--- config.mk ---
export PLATFORM = sky130hd
export DESIGN_NAME = apb_2_axi_lite
export DESIGN_NICKNAME = d
export VERILOG_FILES = /design/src/rtl/apb_axi_pkg.sv /design/src/rtl/apb_2_axi_lite.sv
export SDC_FILE = /design/constraint.sdc
export NUM_CORES = 1
export LEC_CHECK = 0
export CAP_MARGIN = 20
export CORE_UTILIZATION = 36
export CTS_BUF_LIST = sky130_fd_sc_hd__clkbuf_8 sky130_fd_sc_hd__clkbuf_16
export DETAILED_ROUTE_END_ITERATION = 10
export GPL_ROUTABILITY_DRIVEN = 0
export PLACE_DENSITY = 0.76
export SYNTH_ARGS = -nofsm -noshare
export SYNTH_HDL_FRONTEND = slang
export SYNTH_SLANG_ARGS = --single-unit
--- constraint.sdc ---
create_clock -name M_AXI_ACLK -period 1.9 [get_ports M_AXI_ACLK]
set_input_delay 0.38 -clock M_AXI_ACLK [delete_from_list [all_inputs] [get_ports M_AXI_ACLK]]
set_output_delay 0.38 -clock M_AXI_ACLK [all_outputs]
set_load 0.005 [all_outputs]
--- src/rtl/apb_axi_pkg.sv ---
// Shared types for the APB4-to-AXI4-Lite bridge: FSM state encoding and AXI response codes.
// Combinational helpers only; no latency, no flow control.
// Any non-OKAY response, EXOKAY included, is reported to APB as an error.
package apb_axi_pkg;

    typedef enum logic [2:0] {
        IDLE    = 3'd0,
        WR_REQ  = 3'd1,
        WR_RESP = 3'd2,
        RD_REQ  = 3'd3,
        RD_RESP = 3'd4,
        DONE    = 3'd5
    } state_t;

    localparam logic [1:0] RESP_OKAY   = 2'b00;
    localparam logic [1:0] RESP_EXOKAY = 2'b01;
    localparam logic [1:0] RESP_SLVERR = 2'b10;
    localparam logic [1:0] RESP_DECERR = 2'b11;

    function automatic logic resp_is_err(input logic [1:0] resp);
        logic err;
        case (resp)
            RESP_OKAY:                             err = 1'b0;
            RESP_EXOKAY, RESP_SLVERR, RESP_DECERR: err = 1'b1;
            default:                               err = 1'b1;
        endcase
        return err;
    endfunction

endpackage

--- src/rtl/apb_2_axi_lite.sv ---
// APB4 completer to AXI4-Lite manager: one APB transfer becomes one single-beat AXI write or read.
// Latency: PREADY rises 3 cycles after the setup edge with an immediately responding slave (2 wait states).
// Backpressure: AXI READY/VALID stalls stretch the APB access phase; PSEL loss lets AXI finish silently.
module apb_2_axi_lite
    import apb_axi_pkg::*;
#(
    parameter int AXI_ADDR_WIDTH = 5,
    parameter int AXI_DATA_WIDTH = 32
) (
    input  logic                          M_AXI_ACLK,
    input  logic                          M_AXI_ARESETN,
    input  logic [AXI_ADDR_WIDTH-1:0]     PADDR,
    input  logic [2:0]                    PPROT,
    input  logic                          PSEL,
    input  logic                          PENABLE,
    input  logic                          PWRITE,
    input  logic [AXI_DATA_WIDTH-1:0]     PWDATA,
    input  logic [AXI_DATA_WIDTH/8-1:0]   PSTRB,
    output logic                          PREADY,
    output logic [AXI_DATA_WIDTH-1:0]     PRDATA,
    output logic                          PSLVERR,
    output logic [AXI_ADDR_WIDTH-1:0]     M_AXI_AWADDR,
    output logic [2:0]                    M_AXI_AWPROT,
    output logic                          M_AXI_AWVALID,
    input  logic                          M_AXI_AWREADY,
    output logic [AXI_DATA_WIDTH-1:0]     M_AXI_WDATA,
    output logic [AXI_DATA_WIDTH/8-1:0]   M_AXI_WSTRB,
    output logic                          M_AXI_WVALID,
    input  logic                          M_AXI_WREADY,
    input  logic [1:0]                    M_AXI_BRESP,
    input  logic                          M_AXI_BVALID,
    output logic                          M_AXI_BREADY,
    output logic [AXI_ADDR_WIDTH-1:0]     M_AXI_ARADDR,
    output logic [2:0]                    M_AXI_ARPROT,
    output logic                          M_AXI_ARVALID,
    input  logic                          M_AXI_ARREADY,
    input  logic [AXI_DATA_WIDTH-1:0]     M_AXI_RDATA,
    input  logic [1:0]                    M_AXI_RRESP,
    input  logic                          M_AXI_RVALID,
    output logic                          M_AXI_RREADY
);

    localparam int STRB_W = AXI_DATA_WIDTH / 8;

    state_t                      state_q,   state_d;
    logic [AXI_ADDR_WIDTH-1:0]   addr_q,    addr_d;
    logic [2:0]                  prot_q,    prot_d;
    logic [AXI_DATA_WIDTH-1:0]   wdata_q,   wdata_d;
    logic [STRB_W-1:0]           wstrb_q,   wstrb_d;
    logic                        awvalid_q, awvalid_d;
    logic                        wvalid_q,  wvalid_d;
    logic                        bready_q,  bready_d;
    logic                        arvalid_q, arvalid_d;
    logic                        rready_q,  rready_d;
    logic                        pready_q,  pready_d;
    logic                        pslverr_q, pslverr_d;
    logic [AXI_DATA_WIDTH-1:0]   prdata_q,  prdata_d;
    logic                        abort_q,   abort_d;

    // Set once the APB side lets go of PSEL; the AXI side still runs to completion.
    logic                        aborted;
    assign aborted = abort_q | ~PSEL;

    always_ff @(posedge M_AXI_ACLK or negedge M_AXI_ARESETN) begin
        if (!M_AXI_ARESETN) begin
            state_q   <= IDLE;
            addr_q    <= '0;
            prot_q    <= '0;
            wdata_q   <= '0;
            wstrb_q   <= '0;
            awvalid_q <= 1'b0;
            wvalid_q  <= 1'b0;
            bready_q  <= 1'b0;
            arvalid_q <= 1'b0;
            rready_q  <= 1'b0;
            pready_q  <= 1'b0;
            pslverr_q <= 1'b0;
            prdata_q  <= '0;
            abort_q   <= 1'b0;
        end else begin
            state_q   <= state_d;
            addr_q    <= addr_d;
            prot_q    <= prot_d;
            wdata_q   <= wdata_d;
            wstrb_q   <= wstrb_d;
            awvalid_q <= awvalid_d;
            wvalid_q  <= wvalid_d;
            bready_q  <= bready_d;
            arvalid_q <= arvalid_d;
            rready_q  <= rready_d;
            pready_q  <= pready_d;
            pslverr_q <= pslverr_d;
            prdata_q  <= prdata_d;
            abort_q   <= abort_d;
        end
    end

    always_comb begin
        state_d   = state_q;
        addr_d    = addr_q;
        prot_d    = prot_q;
        wdata_d   = wdata_q;
        wstrb_d   = wstrb_q;
        awvalid_d = awvalid_q;
        wvalid_d  = wvalid_q;
        bready_d  = bready_q;
        arvalid_d = arvalid_q;
        rready_d  = rready_q;
        pready_d  = pready_q;
        pslverr_d = pslverr_q;
        prdata_d  = prdata_q;
        abort_d   = abort_q;

        case (state_q)
            IDLE: begin
                abort_d = 1'b0;
                if (PSEL && !PENABLE) begin
                    addr_d = PADDR;
                    prot_d = PPROT;
                    if (PWRITE) begin
                        wdata_d   = PWDATA;
                        wstrb_d   = PSTRB;
                        awvalid_d = 1'b1;
                        wvalid_d  = 1'b1;
                        state_d   = WR_REQ;
                    end else begin
                        arvalid_d = 1'b1;
                        state_d   = RD_REQ;
                    end
                end
            end

            WR_REQ: begin
                abort_d   = aborted;
                awvalid_d = awvalid_q & ~M_AXI_AWREADY;
                wvalid_d  = wvalid_q & ~M_AXI_WREADY;
                // A channel whose VALID already dropped has handshaken earlier.
                if ((!awvalid_q || M_AXI_AWREADY) && (!wvalid_q || M_AXI_WREADY)) begin
                    bready_d = 1'b1;
                    state_d  = WR_RESP;
                end
            end

            WR_RESP: begin
                abort_d = aborted;
                if (M_AXI_BVALID) begin
                    bready_d = 1'b0;
                    if (aborted) begin
                        state_d = IDLE;
                    end else begin
                        pready_d  = 1'b1;
                        pslverr_d = resp_is_err(M_AXI_BRESP);
                        state_d   = DONE;
                    end
                end
            end

            RD_REQ: begin
                abort_d = aborted;
                if (M_AXI_ARREADY) begin
                    arvalid_d = 1'b0;
                    rready_d  = 1'b1;
                    state_d   = RD_RESP;
                end
            end

            RD_RESP: begin
                abort_d = aborted;
                if (M_AXI_RVALID) begin
                    rready_d = 1'b0;
                    if (aborted) begin
                        state_d = IDLE;
                    end else begin
                        prdata_d  = M_AXI_RDATA;
                        pready_d  = 1'b1;
                        pslverr_d = resp_is_err(M_AXI_RRESP);
                        state_d   = DONE;
                    end
                end
            end

            DONE: begin
                pready_d  = 1'b0;
                pslverr_d = 1'b0;
                state_d   = IDLE;
            end

            default: begin
                state_d = IDLE;
            end
        endcase
    end

    assign PREADY        = pready_q;
    assign PSLVERR       = pslverr_q;
    assign PRDATA        = prdata_q;
    assign M_AXI_AWADDR  = addr_q;
    assign M_AXI_AWPROT  = prot_q;
    assign M_AXI_AWVALID = awvalid_q;
    assign M_AXI_WDATA   = wdata_q;
    assign M_AXI_WSTRB   = wstrb_q;
    assign M_AXI_WVALID  = wvalid_q;
    assign M_AXI_BREADY  = bready_q;
    assign M_AXI_ARADDR  = addr_q;
    assign M_AXI_ARPROT  = prot_q;
    assign M_AXI_ARVALID = arvalid_q;
    assign M_AXI_RREADY  = rready_q;

endmodule

==> results.tsv, run 1 <==
stage	metric	value	unit
clock_tree	largest buffer count on any clock path	2	
power	Peak VDD IR	0.6513	mV
placed_design	Detailed Place HPWL	6479	um
power	switching power	2257	uW
power	Pwr Density	1419	mW/mm^2
clock_tree	clk_lat worst skew	0.35	ns
synthesis	Synth Register Bits	87	
clock_tree	H-tree lvl count	3	
sta	fin crit share	0.9442	
critical_path	R2R Path End	PRDATA[14]	
routing	DR iter-0 viols	80	
synthesis	Synth Area in XOR/XNOR	0	
clock_tree	CTS Sinks	87	
layout	Final Core Density	0.6012	
outcome	outcome	completed	
layout	NumNets Final	526	
critical_path	r2r setup slk	0.11	ns
routing	Vias	2705	
placed_design	port bufs	180	
grt	grt total ovfl	0	
sta	Pins Over Slew Limit	0	
synthesis	average size of a mapped cell	14.87	um^2
sta	Slew Limit Headroom	0.7385	
power	Internal Power	6119	uW
synthesis	post-synth top area share	0.5951	
grt	pin count of the biggest net entering global routing	43	
sta	Worst Skew	0.008567	ns
floorplan	core area	0.009819	mm^2
worst_hold_path	worst hold path type	primary input to asynchronous set/reset pin	
synthesis	post-synthesis adder-cell area fraction	0	
critical_path	RR Startpoint	state_q[0]	
layout	Syn-to-layout area delta	61.35	%
synthesis	Yosys top cell by area	dfrtp_1	
synthesis	largest family of logic cells by synthesized area	multiplexers	
clock_tree	CTS root buffer	clkbuf_8	
power	Logic pwr share	0.450	
synthesis	Distinct cells, synth	32	
routing	WL per Instance	15.07	um
power	register share of total power	0.377	
critical_path	critical path's top delay family	simple AND/OR/NAND/NOR gates	
floorplan	starting density of the core	0.3726	
synthesis	Syn Nets	336	
power	Design Power	8375	uW
sta	WHS	0.4729	ns
critical_path	CP arrival	2.03	ns
floorplan	Die Area	0.01057	mm^2
power	Sw Share	0.2694	
grt	vias in the first global route	2814	
clock_tree	CTS tree	built	
critical_path	cells along the critical path	or3b_2 > nor2_2 > buf_12 > mux2_2	
layout	Design Area, Final	0.005903	mm^2
synthesis	mux share of post-synthesis cell area	0.2695	
clock_tree	number of buffers created by CTS	9	
run	Max Cap Viol	0	
sta	Fmax	557.4	MHz
routing	vias per cell	4.713	
sta	RSZ-0062 raised after global routing	no	
critical_path	r2r worst-path depth	4	
critical_path	CP max FO	32	
synthesis	sequential fraction of the synthesis area	0.5951	
clock_tree	Worst-path clk slew	0.09	ns
synthesis	Compound-Gate Fraction of Synth Area	0.04651	
synthesis	cells after synthesis	246	
sta	Final setup viols	0	
critical_path	worst path required time	2.13	ns
floorplan	Die Y-Extent	102.8	um
grt	initial antenna violation count	0	
routing	drt total wl	8652	um
floorplan	I/O pins	181	
routing	Post-route DRC	0	
grt	first-pass GRT wire length	13190	um
layout	antenna cells	0	
layout	layout cells sized above 1	0.2562	
sta	post-route minimum period	1.794	ns
critical_path	critical path class	flop to flop	
power	Clk pwr share	0.173	
routing	1st-pass router iterations	4	
critical_path	Worst path slowest cell	or3b_2	
clock_tree	CTS resizes	0	
synthesis	largest cells by area after synthesis	dfrtp_1 (60%), mux2_2 (14%), mux2_4 (12%), buf_4 (2.3%), a21oi_1 (1.2%)	
placed_design	dpl cell area	0.005662	mm^2
floorplan	number of core rows	36	
critical_path	type of destination of the critical path	flop	
synthesis	Yosys warning total	0	
power	P_leak	0.002619	uW
grt	Total GRT Usage	0.1623	
synthesis	simple-gate share of the synthesized area	0.04651	
sta	worst slew pin tran	0.3915	ns
critical_path	max incr delay on CP	0.53	ns
synthesis	Synth Cell Area	0.003659	mm^2
sta	Final Hold Viols	0	
routing	Final ANT Viol Nets	0	
critical_path	crit path buf inv count	1	
critical_path	Critical Path Source Type	flop	
floorplan	chip width	102.8	um
synthesized netlist by cell type, drive strengths merged:
master and number:
nand4 1, o32a 1, nor4bb 1, mux2i 1, buf 15, o22ai 2
a31oi 2, nor4 2, inv 6, nand2b 2, mux2 77, a21boi 2
clkbuf 3, a22oi 2, o221ai 2, dfrtp 87, nor3 1, nor2b 3
nor2 8, o21ai 5, o2bb2ai 1, or3b 1, a2bb2oi 1, a21oi 9
nand2 11
how the worst max path moves through the flow:
stage / start / end / slack (ns) / cells past startpoint
after floorplan: state_q[0] / PRDATA[10] / 0.05 / 5
after detailed placement: PSEL / PRDATA[18] / -0.10 / 6
after global routing: state_q[0] / PRDATA[14] / 0.05 / 4
after CTS: state_q[0] / PRDATA[18] / 0.1 / 4
after global placement: PSEL / PRDATA[26] / -0.08 / 6
final: state_q[0] / PRDATA[14] / 0.11 / 4
cell usage in the layout (no fill, tap or decap), drive strengths merged, types with 5 or more instances in the layout:
master | netlist | final
clkdlybuf4s50 | 0 | 179
dfrtp | 87 | 87
nand2 | 11 | 11
buf | 15 | 17
o21ai | 5 | 5
mux2 | 77 | 77
clkbuf | 3 | 10
a21oi | 9 | 9
inv | 6 | 6
nor2 | 8 | 8
kinds of logic after synthesis:
group,count (synthesis)
compound gates,27
simple gates,30
flops,87
buf+inv,24
mux,78
power by group through the flow:
stage / logic [uW] / registers, uW / clock network (uW)
after detailed placement: 3790 / 3200 / 0
after global placement: 3720 / 3160 / 0
final: 3770 / 3160 / 1450
after global routing: 4090 / 3270 / 1570
after CTS: 3820 / 3170 / 1500
after floorplan: 1490 / 3230 / 0
what timing repair did:
action | CTS | global route
buffers inserted | 0 | 0
endpoints found under the hold margin | 25 | 0
hold buffers | 1 | 0
area by class of cell:
class / instances / area, um^2
Fill cell: 848 / 3916
Sequential cell: 87 / 2177
Timing Repair Buffer: 197 / 1979
Multi-Input combinational cell: 135 / 1326
Tap cell: 133 / 166.4
Clock buffer: 10 / 137.6
Clock inverter: 6 / 93.84
Inverter: 6 / 22.52
registers in the layout, indices dropped and copies added, names as in the netlist:
register	flops
M_AXI_ARADDR	5
M_AXI_ARVALID	1
M_AXI_WDATA	32
PREADY	1
M_AXI_ARPROT	3
M_AXI_WVALID	1
M_AXI_WSTRB	4
PRDATA	32
M_AXI_AWVALID	1
M_AXI_RREADY	1
state_q	3
abort_q	1
PSLVERR	1
M_AXI_BREADY	1
metrics by stage:
stage	TNS [ns]	cells	setup WS [ns]
2_1_floorplan	0	246	0.04768
3_3_place_gp	-4.869	557	-0.08254
3_5_place_dp	-5.570	557	-0.1047
4_1_cts	0	574	0.09783
5_1_grt	0	574	0.04514
6_report	0	574	0.1060
layer usage:
metal | part of all wire | wire length, um | track usage | vias up
li1 | - | - | - | 1239
met1 | 0.40 | 3481 | 0.1909 | 1331
met2 | 0.48 | 4134 | 0.2708 | 124
met3 | 0.11 | 915 | 0.05966 | 11
met4 | 0.014 | 121 | 0.06284 | 0
met5 | 0 | 0 | 0 | -
Note: power is estimated with default switching activity, not from simulation.
==> inputs of run 2 (changes only) <==
ABC_AREA = 1   (was default)
CORE_UTILIZATION = 37   (was 36)
PLACE_DENSITY = 0.77   (was 0.76)
==> run 2 against run 1 <==
Cell count up 30%. Via count up 26%. Global-route usage up 2.2 points. Routed wire length up 9.5%. Clock skew up 0.0012 ns. First-iteration DRC count up 6.3%. Non-clock buffer count down 7. Critical path depth down 3. Power down 5.3%.
==> results.tsv, run 2 <==
stage	metric	value	unit	change
outcome	outcome	completed		unchanged
synthesis	Synth Register Bits	87		unchanged
synthesis	Commonest cells post-synth	nand2_1 (153), dfrtp_1 (87), o21ai_0 (72)		was dfrtp_1 (87), mux2_2 (47), mux2_4 (29)
clock_tree	CTS root buffer	clkbuf_8		unchanged
run	Max Cap Viol	0		unchanged
layout	Syn-to-layout area delta	56.08	%	was 61.35%
routing	vias per cell	4.560		was 4.713
routing	Vias	3406		was 2,705
synthesis	Syn Nets	526		was 336
sta	Final setup viols	0		unchanged
grt	first-pass GRT wire length	15240	um	was 13,190 um
synthesis	largest cells by area after synthesis	dfrtp_1 (58%), nand2_1 (15%), o21ai_0 (9.6%), inv_1 (5.1%), buf_4 (3.0%)		was dfrtp_1 (60%), mux2_2 (14%), mux2_4 (12%), buf_4 (2.3%), a21oi_1 (1.2%)
sta	fin crit share	0.8668		was 0.9442
floorplan	chip width	102.5	um	was 102.8 um
critical_path	Worst path slowest cell	clkdlybuf4s50_1		was or3b_2
routing	drt total wl	9471	um	was 8652 um
sta	Pins Over Slew Limit	0		unchanged
sta	final worst slack	0.2530	ns	was 0.1060 ns
sta	Worst Skew	0.009773	ns	was 0.008567 ns
layout	Design Area, Final	0.005829	mm^2	was 0.005903 mm^2
clock_tree	Worst-path clk slew	0.08	ns	was 0.09 ns
critical_path	RR Startpoint	state_q[2]		was state_q[0]
sta	RSZ-0062 raised after global routing	no		unchanged
critical_path	worst path required time	1.52	ns	was 2.13 ns
synthesis	sequential fraction of the synthesis area	0.5829		was 0.5951
clock_tree	CTS tree	built		unchanged
synthesis	average size of a mapped cell	8.566	um^2	was 14.87 um^2
critical_path	cells along the critical path	clkdlybuf4s50_1		was or3b_2 > nor2_2 > buf_12 > mux2_2
floorplan	number of core rows	36		unchanged
placed_design	Detailed Place HPWL	6947	um	was 6479 um
power	P_leak	0.002796	uW	was 0.002619 uW
sta	Slew Limit Headroom	0.7927		was 0.7385
synthesis	Main synth FF type	dfrtp_1		unchanged
floorplan	Die Area	0.01050	mm^2	was 0.01057 mm^2
worst_hold_path	worst hold path type	primary input to asynchronous set/reset pin		unchanged
layout	final cell count without fillers	747		was 574
synthesis	Yosys top cell by area	dfrtp_1		unchanged
layout	layout cells sized above 1	0.04886		was 0.2562
routing	WL per Instance	12.68	um	was 15.07 um
synthesis	Yosys warning total	0		unchanged
synthesis	Synth Cell Area	0.003735	mm^2	was 0.003659 mm^2
power	Peak VDD IR	0.6934	mV	was 0.6513 mV
clock_tree	clk_lat worst skew	0.34	ns	was 0.35 ns
critical_path	r2r setup slk	0.29	ns	was 0.11 ns
clock_tree	number of setup buffers added after CTS	0		unchanged
grt	grt total ovfl	0		unchanged
placed_design	pre-CTS setup slack	0.01043	ns	was -0.1047 ns
floorplan	Die Y-Extent	102.5	um	was 102.8 um
grt	initial antenna violation count	0		unchanged
placed_design	dpl cell area	0.005640	mm^2	was 0.005662 mm^2
layout	NumNets Final	700		was 526
synthesis	EDFF count, synth	0		unchanged
clock_tree	number of buffers created by CTS	9		unchanged
clock_tree	H-tree lvl count	3		unchanged
synthesis	Async S/R FF share, synth	1.000		unchanged
clock_tree	CTS Sinks	87		unchanged
floorplan	starting density of the core	0.3821		was 0.3726
grt	pin count of the biggest net entering global routing	65		was 43
routing	Post-route DRC	0		unchanged
synthesis	Distinct cells, synth	24		was 32
floorplan	core area	0.009774	mm^2	was 0.009819 mm^2
sta	Final Hold Viols	0		unchanged
synthesis	most common cell in the netlist	nand2_1		was dfrtp_1
layout	antenna cells	0		unchanged
critical_path	CP arrival	1.27	ns	was 2.03 ns
clock_tree	largest buffer count on any clock path	2		unchanged
placed_design	port bufs	180		unchanged
power	Pwr Density	1360	mW/mm^2	was 1419 mW/mm^2
placed_design	Inst Count DP	731		was 557
critical_path	critical path's top delay family	buffers and inverters		was simple AND/OR/NAND/NOR gates
layout	FILL cells	879		was 848
critical_path	Critical Path Source Type	flop		unchanged
layout	commonest non-fill, non-tap cell in the layout	clkdlybuf4s50_1		unchanged
grt	Total GRT Usage	0.1847		was 0.1623
routing	DR iter-0 viols	85		was 80
layout	commonest non-fill, non-tap cells in the layout	clkdlybuf4s50_1 (179), nand2_1 (153), dfrtp_1 (87)		was clkdlybuf4s50_1 (179), dfrtp_1 (87), mux2_2 (47)
synthesis	post-synth top area share	0.5829		was 0.5951
sta	worst slew pin tran	0.3110	ns	was 0.3915 ns
synthesis	cells after synthesis	436		was 246
sta	Fmax	607.2	MHz	was 557.4 MHz
critical_path	max incr delay on CP	0.54	ns	was 0.53 ns
layout	Final Core Density	0.5964		was 0.6012
sta	post-route minimum period	1.647	ns	was 1.794 ns
critical_path	CP max FO	4		was 32
floorplan	I/O pins	181		unchanged
critical_path	type of destination of the critical path	primary output		was flop
routing	1st-pass router iterations	4		unchanged
clock_tree	CTS Hold Bufs	1		unchanged
sta	setup TNS	0	ns	unchanged
critical_path	R2R Path End	M_AXI_WDATA[21]		was PRDATA[14]
routing	Final ANT Viol Nets	0		unchanged
critical_path	critical path class	flop to primary output		was flop to flop
clock_tree	CTS resizes	0		unchanged
critical_path	r2r worst-path depth	7		was 4
critical_path	crit path buf inv count	1		unchanged
grt	vias in the first global route	3370		was 2,814
run 2: cell count changes in the layout (fill, tap and decap cells not counted), sizes merged, moves of 3 or more:
cell	delta
nand2	+144
a21oi	-5
nand3	+18
o21ai	+68
nor2b	-3
buf	-7
inv	+49
mux2	-77
run 2: area by class of cell:
type,instances,area (um^2),share of cell area
Sequential cell,87,2177,0.3735
Tap cell,133,166.4,0.02855
Multi-Input combinational cell,268,1190,0.2041
Clock inverter,6,55.05,0.009444
Clock buffer,9,123.9,0.02125
Inverter,54,202.7,0.03477
Timing Repair Buffer,190,1914,0.3284
run 2: routing by layer:
layer | share of wire | GRT usage | up-vias
met1 | 0.43 | 0.2362 | 1576
met4 | 0.012 | 0.06703 | 0
met5 | 0 | 0 | -
li1 | - | - | 1697
met3 | 0.071 | 0.03899 | 9
met2 | 0.49 | 0.3087 | 124
run 2: kinds of logic after synthesis:
family                 synth area share
buffers and inverters           0.09849
flip-flops                       0.5829
AND/OR/NAND/NOR                  0.2094
AO/OA/AOI/OAI                    0.1092
run 2: where the power goes:
part | total, uW | internal, uW | switching [uW]
Clock | 1210 | 588 | 623
Sequential | 3240 | 2710 | 532
Combinational | 3480 | 2120 | 1360
Total | 7930 | 5420 | 2510
run 2: worst max path at each step:
| stage | start | endpoint | slack, ns | cells after the start |
|---|---|---|---|---|
| 6_report | M_AXI_WVALID | M_AXI_WVALID | 0.25 | 1 |
| 5_1_grt | state_q[2] | M_AXI_WDATA[21] | 0.11 | 7 |
| 3_5_place_dp | PENABLE | M_AXI_WDATA[21] | 0.01 | 8 |
| 4_1_cts | M_AXI_WVALID | M_AXI_WVALID | 0.22 | 1 |
| 2_1_floorplan | state_q[0] | PRDATA[0] | 0.57 | 5 |
| 3_3_place_gp | PENABLE | M_AXI_WDATA[17] | 0.09 | 8 |
run 2: metrics by stage:
stage / hold WS [ns] / total power, uW
2_1_floorplan: 0.08441 / 4479
3_3_place_gp: 0.2585 / 6658
3_5_place_dp: 0.2601 / 6768
4_1_cts: 0.4250 / 8038
5_1_grt: 0.4707 / 8538
6_report: 0.4342 / 7929
==> inputs of run 3 (changes only) <==
--- a/config.mk
+++ b/config.mk
@@ -13,2 +13,3 @@
 export GPL_ROUTABILITY_DRIVEN = 0
+export MAX_ROUTING_LAYER = met4
 export PLACE_DENSITY = 0.77
==> constraint.sdc (replaced) <==
create_clock -name M_AXI_ACLK -period 1.9 [get_ports M_AXI_ACLK]
set_input_delay 0.475 -clock M_AXI_ACLK [delete_from_list [all_inputs] [get_ports M_AXI_ACLK]]
set_output_delay 0.475 -clock M_AXI_ACLK [all_outputs]
set_load 0.005 [all_outputs]
==> run 3 against run 2 <==
Cell area grew 0.73%. Power grew 1.5%. Sequential share of layout area fell by 0.27 points. Worst hold slack worse by 0.37 ns. First-iteration DRC count rose by 29%. Register-to-register slack better by 0.10 ns. Combinational power barely moved. Core utilization increased by 0.44 points. Sequential power about the same. Critical path type unchanged. Critical endpoint is now M_AXI_AWVALID. Largest power group unchanged.
==> results.tsv, run 3 (same netlist as run 2, synthesis figures left out) <==
stage	metric	value	unit	change
placed_design	Inst Count DP	734		was 731
layout	antenna cells	0		unchanged
layout	commonest non-fill, non-tap cell in the layout	clkdlybuf4s50_1		unchanged
floorplan	starting density of the core	0.3821		unchanged
routing	1st-pass router iterations	4		unchanged
critical_path	critical path class	flop to primary output		unchanged
routing	Post-route DRC	0		unchanged
critical_path	worst path required time	1.42	ns	was 1.52 ns
critical_path	critical path's top delay family	buffers and inverters		unchanged
grt	initial antenna violation count	0		unchanged
clock_tree	number of setup buffers added after CTS	0		unchanged
critical_path	type of destination of the critical path	primary output		unchanged
outcome	outcome	completed		unchanged
routing	Final ANT Viol Nets	0		unchanged
critical_path	Worst path slowest cell	clkdlybuf4s50_1		unchanged
sta	Final Hold Viols	0		unchanged
sta	worst slew pin tran	0.4224	ns	was 0.3110 ns
floorplan	Die Y-Extent	102.5	um	unchanged
layout	final cell count without fillers	750		was 747
grt	vias in the first global route	3430		was 3,370
critical_path	crit path buf inv count	1		unchanged
grt	grt total ovfl	0		unchanged
routing	Vias	3443		was 3,406
layout	NumNets Final	702		was 700
clock_tree	Worst-path clk slew	0.09	ns	was 0.08 ns
clock_tree	CTS Sinks	87		unchanged
sta	Worst Skew	0.009768	ns	was 0.009773 ns
sta	setup TNS	0	ns	unchanged
clock_tree	CTS root buffer	clkbuf_8		unchanged
layout	commonest non-fill, non-tap cells in the layout	clkdlybuf4s50_1 (179), nand2_1 (153), dfrtp_1 (87)		unchanged
floorplan	chip width	102.5	um	unchanged
floorplan	I/O pins	181		unchanged
power	Peak VDD IR	0.6659	mV	was 0.6934 mV
routing	DR iter-0 viols	110		was 85
sta	Fmax	566.6	MHz	was 607.2 MHz
floorplan	number of core rows	36		unchanged
clock_tree	CTS Hold Bufs	0		was 1
layout	layout cells sized above 1	0.05673		was 0.04886
layout	Final Core Density	0.6007		was 0.5964
clock_tree	CTS tree	built		unchanged
worst_hold_path	worst hold path type	primary input to asynchronous set/reset pin		unchanged
layout	Syn-to-layout area delta	57.22	%	was 56.08%
routing	WL per Instance	12.78	um	was 12.68 um
sta	fin crit share	0.9290		was 0.8668
grt	Total GRT Usage	0.1935		was 0.1847
clock_tree	largest buffer count on any clock path	2		unchanged
placed_design	port bufs	180		unchanged
layout	FILL cells	853		was 879
sta	Final setup viols	0		unchanged
critical_path	CP arrival	1.29	ns	was 1.27 ns
critical_path	Critical Path Source Type	flop		unchanged
grt	pin count of the biggest net entering global routing	65		unchanged
power	P_leak	0.002812	uW	was 0.002796 uW
routing	vias per cell	4.591		was 4.560
grt	first-pass GRT wire length	15350	um	was 15,240 um
clock_tree	H-tree lvl count	3		unchanged
sta	Pins Over Slew Limit	0		unchanged
routing	drt total wl	9584	um	was 9471 um
critical_path	CP max FO	4		unchanged
placed_design	Detailed Place HPWL	7077	um	was 6947 um
run	Max Cap Viol	0		unchanged
floorplan	Die Area	0.01050	mm^2	unchanged
sta	Slew Limit Headroom	0.7184		was 0.7927
floorplan	core area	0.009774	mm^2	unchanged
critical_path	max incr delay on CP	0.55	ns	was 0.54 ns
clock_tree	clk_lat worst skew	0.35	ns	was 0.34 ns
clock_tree	number of buffers created by CTS	9		unchanged
sta	post-route minimum period	1.765	ns	was 1.647 ns
clock_tree	CTS resizes	0		unchanged
power	Pwr Density	1370	mW/mm^2	was 1360 mW/mm^2
critical_path	cells along the critical path	clkdlybuf4s50_1		unchanged
sta	RSZ-0062 raised after global routing	no		unchanged
[run 3: path summary, 6_finish.rpt]
kind	from	to	slack [ns]	depth (start not counted)
worst max-delay path	M_AXI_AWVALID	M_AXI_AWVALID	0.13	1
min in group M_AXI_ACLK	M_AXI_RREADY	M_AXI_RREADY	0.47	2
worst min register to register	M_AXI_RREADY	M_AXI_RREADY	0.47	2
worst max register to register	state_q[2]	M_AXI_WDATA[4]	0.39	7
max in group asynchronous	M_AXI_ARESETN	M_AXI_WSTRB[1]	1.24	2
worst min-delay path	M_AXI_ARESETN	M_AXI_WDATA[8]	0.06	1
[run 3: per-stage QoR]
stage	setup WS (ns)	instance area [um^2]	hold slack [ns]	power, uW
4_1_cts	0.1209	5872	0.05750	8154
5_1_grt	0.07683	5872	0.07467	8639
2_1_floorplan	0.4931	3735	0.1794	4479
3_3_place_gp	0.05545	5663	0.4427	6663
3_5_place_dp	0.03172	5663	0.4453	6779
6_report	0.1350	5872	0.06188	8045
[run 3: final cells by class]
class | instances | area, um^2 | area share
clock buffer | 11 | 151.4 | 0.02578
clock inverter | 5 | 57.56 | 0.009802
inverter | 54 | 202.7 | 0.03452
multi-input combinational | 268 | 1190 | 0.2026
sequential | 87 | 2177 | 0.3708
tap | 133 | 166.4 | 0.02834
timing repair buffer | 192 | 1927 | 0.3281
[run 3: where the power goes]
part	switching (uW)	leakage, uW	internal [uW]	total [uW]
Clock	648	0.000103	678	1330
Sequential	522	0.00101	2710	3230
Combinational	1360	0.00170	2130	3490
Total	2530	0.00281	5510	8040
[run 3: metal layers]
| layer | routed length [um] | share of wire | global-route usage | vias up |
|---|---|---|---|---|
| li1 | - | - | - | 1699 |
| met1 | 4183 | 0.44 | 0.2380 | 1600 |
| met2 | 4678 | 0.49 | 0.3133 | 125 |
| met3 | 545 | 0.057 | 0.03420 | 19 |
| met4 | 177 | 0.018 | 0.08132 | 0 |
| met5 | 0 | 0 | - | - |
